[src/rtl/cordic_seq.sv]
// Sequencer that turns a phase accumulator into first-octant angles and octant
// indices for a downstream CORDIC pipeline. It issues bursts of samples, drains
// the pipeline and then pulses done.
module cordic_seq #(
  parameter int unsigned ACC_W      = 32,
  parameter int unsigned PIPE_DEPTH = 16
) (
  input  logic             clk,
  input  logic             reset,
  input  logic             start,
  input  logic             stop,
  input  logic [ACC_W-1:0] freq_word,
  input  logic [ACC_W-1:0] phase_off,
  input  logic [15:0]      num_samples,
  output logic [15:0]      angle,
  output logic [2:0]       index_qua,
  output logic             wen,
  output logic             busy,
  output logic             done,
  output logic [15:0]      sample_cnt
);

  localparam int unsigned CntW = (PIPE_DEPTH > 1) ? $clog2(PIPE_DEPTH) : 1;
  localparam logic [CntW-1:0] DrainLast = CntW'(PIPE_DEPTH - 1);

  typedef enum logic [1:0] {StIdle, StRun, StDrain, StDone} state_e;

  state_e          state_q, state_d;
  logic [ACC_W-1:0] acc_q, acc_d;
  logic [ACC_W-1:0] freq_q, freq_d;
  logic [15:0]      num_q, num_d;
  logic [15:0]      angle_q, angle_d;
  logic [2:0]       index_q, index_d;
  logic             wen_q, wen_d;
  logic [15:0]      cnt_q, cnt_d;
  logic [CntW-1:0]  drain_cnt_q, drain_cnt_d;
  logic [15:0]      raw_angle;

  assign raw_angle = acc_q[ACC_W-4 -: 16];

  // Next-state logic: sample issue, burst termination and drain timing.
  always_comb begin
    state_d     = state_q;
    acc_d       = acc_q;
    freq_d      = freq_q;
    num_d       = num_q;
    angle_d     = angle_q;
    index_d     = index_q;
    wen_d       = 1'b0;
    cnt_d       = cnt_q;
    drain_cnt_d = drain_cnt_q;
    unique case (state_q)
      StIdle: begin
        if (start) begin
          acc_d       = phase_off;
          freq_d      = freq_word;
          num_d       = num_samples;
          cnt_d       = 16'd0;
          drain_cnt_d = '0;
          state_d     = StRun;
        end
      end
      StRun: begin
        if (stop) begin
          // Stop beats the final sample when both land on the same edge.
          drain_cnt_d = '0;
          state_d     = StDrain;
        end else begin
          wen_d   = 1'b1;
          index_d = acc_q[ACC_W-1 -: 3];
          // Odd octants are mirrored so the CORDIC only sees the first octant.
          angle_d = acc_q[ACC_W-3] ? (16'hFFFF - raw_angle) : raw_angle;
          acc_d   = acc_q + freq_q;
          cnt_d   = cnt_q + 16'd1;
          if ((num_q != 16'd0) && (cnt_q == num_q - 16'd1)) begin
            drain_cnt_d = '0;
            state_d     = StDrain;
          end
        end
      end
      StDrain: begin
        // Only cycles with wen low count, so the final sample's strobe cycle
        // does not eat into the pipeline drain time.
        if (!wen_q) begin
          if (drain_cnt_q == DrainLast) begin
            state_d = StDone;
          end else begin
            drain_cnt_d = drain_cnt_q + 1'b1;
          end
        end
      end
      StDone: begin
        state_d = StIdle;
      end
      default: state_d = StIdle;
    endcase
  end

  // State registers with asynchronous active-low reset.
  always_ff @(posedge clk or negedge reset) begin
    if (!reset) begin
      state_q     <= StIdle;
      acc_q       <= '0;
      freq_q      <= '0;
      num_q       <= 16'd0;
      angle_q     <= 16'd0;
      index_q     <= 3'd0;
      wen_q       <= 1'b0;
      cnt_q       <= 16'd0;
      drain_cnt_q <= '0;
    end else begin
      state_q     <= state_d;
      acc_q       <= acc_d;
      freq_q      <= freq_d;
      num_q       <= num_d;
      angle_q     <= angle_d;
      index_q     <= index_d;
      wen_q       <= wen_d;
      cnt_q       <= cnt_d;
      drain_cnt_q <= drain_cnt_d;
    end
  end

  // Outputs: registered sample path, status decoded from state.
  always_comb begin
    angle      = angle_q;
    index_qua  = index_q;
    wen        = wen_q;
    sample_cnt = cnt_q;
    busy       = (state_q == StRun) || (state_q == StDrain);
    done       = (state_q == StDone);
  end

endmodule

[config.mk]
export PLATFORM = sky130hd
export DESIGN_NAME = cordic_seq
export DESIGN_NICKNAME = d
export VERILOG_FILES = /design/src/rtl/cordic_seq.sv
export SDC_FILE = /design/constraint.sdc
export NUM_CORES = 1
export LEC_CHECK = 0
export ABC_AREA = 1
export CORE_MARGIN = 2
export CORE_UTILIZATION = 35
export DETAILED_ROUTE_END_ITERATION = 12
export SLEW_MARGIN = 10
export SYNTH_ARGS = -nofsm -noshare
export SYNTH_HDL_FRONTEND = slang
export SYNTH_SLANG_ARGS = --single-unit
[constraint.sdc]
create_clock -name clk -period 2.6 [get_ports clk]
set_input_delay 0.39 -clock clk [delete_from_list [all_inputs] [get_ports clk]]
set_output_delay 0.39 -clock clk [all_outputs]
set_load 0.005 [all_outputs]
==> impl_metrics.ini <==
[finish]
antennaDiodeCount = 0
fillerInstances = 2199
layout.nets = 1239
synthToLayoutAreaGrowth_pct = 28.1
layout-drive-gt1-share_pct = 10.8
regArea_um2 = 3050
multiInputGateArea_um2 = 4300

[die]
rows = 54
dieArea_um2 = 23600
die_x_um = 154
core_um2 = 21900
ios = 122
die_h_um = 154
start_util_pct = 35.8

[clock_network]
cts_tree = done
clock_latency_ns = 0.43
ctsResizeCount = 0
clock_path_buffers = 2
htree_levels = 4
path_clk_slew_ns = 0.05
cts_buffers = 17
root_buffer = clkbuf_16
cts.sinks = 122

[drt]
via_per_inst = 4.91
firstDrtPassIters = 5
vias = 6905
wl_um = 21200
ant_nets = 0
wl_per_cell_um = 15.0
drcViolationCount = 0
first_iter_violations = 406

[logic_synthesis]
synth_area_leaders = dfrtp_1, nand2_1, ha_1
synth.distinct_cells = 53
syn_nets = 1112
synth_top_family_by_area = simple AND/OR/NAND/NOR gates
netlist_instances = 988
synthMuxAreaShare_pct = 5.32
yosys.area.top_type = dfrtp_1
yosys-top-cells-count = nand2_1, dfrtp_1, nor2_1, inv_1, o21ai_0
yosys.area_share.simple_pct = 24.7
syn_avg_cell_area_um2 = 7.93
synth_compound_area_share_pct = 13.3
synth_xor_area_share_pct = 5.03
synth_fa_ha_area_share_pct = 6.49
synth_top_flop_cell = dfrtp_1
ys_warn_count = 0
synthesis.area_um2 = 7830
synth_top_area_share_pct = 39.0
async_flop_share_pct = 100
yosysMostFrequentCell = nand2_1
synth_edf_count = 0
synth_seq_cells = 122
seq_area_frac_synth_pct = 39.0

[sta]
slew_violations = 0
hold_viol_final = 0
relSlewSlack_pct = 59.4
fin_crit_sh_pct = 87.9
clock.fmax_ghz = 0.437
skew_ns = 0.0162
setup_tns_ns = 0
tightestPinTransition_ns = 0.609
rsz0062_at_grt = no
fin_crit_ns = 2.29
setup_viol = 0

[global_routing]
grt_max_degree = 44
grt_pass1_vias = 6875
grt_first_pass_wirelength_um = 35100
track_usage_pct = 18.5
overflow = 0
antenna_found_initial = 0

[placement]
gp_congestion = 0.925
dp_hpwl_um = 16200
place.port_buffers = 121

[min_path]
hp-class = flop to flop

[power]
cellLeakagePower_nw = 4.61
power_mw = 13.7
ir_drop_mv = 0.517
powerDensity_nw_per_um2 = 1360

[setup_path]
cp_cell_sequence = ha_1, inv_1, fa_1, o21ai_1, a21oi_1, inv_1, nand3_1, nand3_1, nand2_1, nand3_1, nand2_1, o21ai_0, nand2_1
crit_type = flop to flop
slowest_stage = fa_1
cp_max_fo = 4
path_buf_inv = 2
cpPeakStageDelay_ns = 0.39
worstPathRequired_ns = 2.91
worstPathArrival_ns = 2.59
cp-end-kind = flop
cp_top_family = compound AO/OA/AOI/OAI gates
crit_path_start_kind = flop

[outcome]
status = completed

[job]
maxCapViolations = 0
==> final cells by class <==
class	count	area share, %
multi-input cells	741	42.9
well taps	280	3.49
clock inverters	12	1.73
inverters	98	3.69
repair buffers	135	13.4
flip-flops and latches	122	30.4
clock buffers	19	4.41
==> cells in the final DEF (no fill, tap or decap), drive strengths merged, types with 7 or more instances in the layout <==
master	count
nand4	9
a21o	7
clkdlybuf4s50	120
a21oi	69
ha	39
nor3	13
clkinv	7
dfrtp	122
inv	95
xor2	15
mux2	37
xnor2	30
clkbuf	19
buf	14
nand3	51
nor2	119
o21ai	79
nand2	223
==> flip-flops by register name, indices dropped and copies added (netlist names) <==
register and cells:
num_q 16, freq_q 32, sample_cnt 16, angle 16, wen 1, drain_cnt_q 4
index_qua 3, state_q 2, acc_q 32
==> kinds of logic (layout without fill, tap and decap cells) <==
| logic type | count (synthesis) | in the layout |
|---|---|---|
| AND/OR/NAND/NOR | 432 | 432 |
| AO/OA/AOI/OAI | 187 | 187 |
| buffers and inverters | 125 | 264 |
| flip-flops | 122 | 122 |
| XOR/XNOR | 45 | 45 |
| adder cells (fa/ha/maj) | 40 | 40 |
| multiplexers | 37 | 37 |
==> final timing paths <==
path	start	end	slack, ns	depth (start not counted)
setup / recovery	acc_q[0]$_DFFE_PN0P_	acc_q[26]$_DFFE_PN0P_	0.31	13
hold / removal	acc_q[0]$_DFFE_PN0P_	acc_q[0]$_DFFE_PN0P_	0.49	2
setup reg to reg	acc_q[0]$_DFFE_PN0P_	acc_q[26]$_DFFE_PN0P_	0.31	13
hold reg to reg	acc_q[0]$_DFFE_PN0P_	acc_q[0]$_DFFE_PN0P_	0.49	2
max in group asynchronous	reset	acc_q[25]$_DFFE_PN0P_	1.44	3
min in group asynchronous	reset	angle[1]$_DFFE_PN0P_	0.51	2
==> power by group <==
group,internal [mW],leakage (nW),switching [mW]
Sequential,2.74,1.50,0.718
Clock,1.62,0.291,0.896
Combinational,3.18,2.82,4.54
Total,7.54,4.61,6.15
==> per-stage QoR <==
stage | hold WS [ns] | instances | cell area (um2) | utilization, % | worst slack (ns)
finish | 0.485 | 1407 | 10000 | 45.8 | 0.313
floorplan | 0.0944 | 988 | 7830 | - | 0.608
CTS | 0.494 | 1407 | 10000 | 45.8 | 0.304
global placement | 0.434 | 1375 | 9410 | 43.0 | 0.323
detailed placement | 0.433 | 1375 | 9410 | 43.0 | 0.325
global route | 0.519 | 1407 | 10000 | 45.8 | 0.0543
==> metal layers <==
metal  vias to the layer above  wire length (um)  GRT usage (%)
li1                       3513                 -              -
met1                      3247             10400           25.7
met2                       129              9770           29.8
met3                        16               836           3.61
met4                         0               187           4.46
met5                         -                 0              0
==> worst reg2reg max path: stages (launching register included) <==
cell and delay [ns]:
dfrtp_1 0.35, ha_1 0.17, inv_1 0.06, fa_1 0.40
o21ai_1 0.26, a21oi_1 0.15, inv_1 0.13, nand3_1 0.08
nand3_1 0.14, nand2_1 0.10, nand3_1 0.08, nand2_1 0.05
o21ai_0 0.17, nand2_1 0.06
==> what timing repair did <==
item | CTS | global route
hold buffers | 1 | 0
endpoints found under the hold margin | 11 | 0
buffers inserted | 0 | 0
Power figures use the tool's default switching activity.
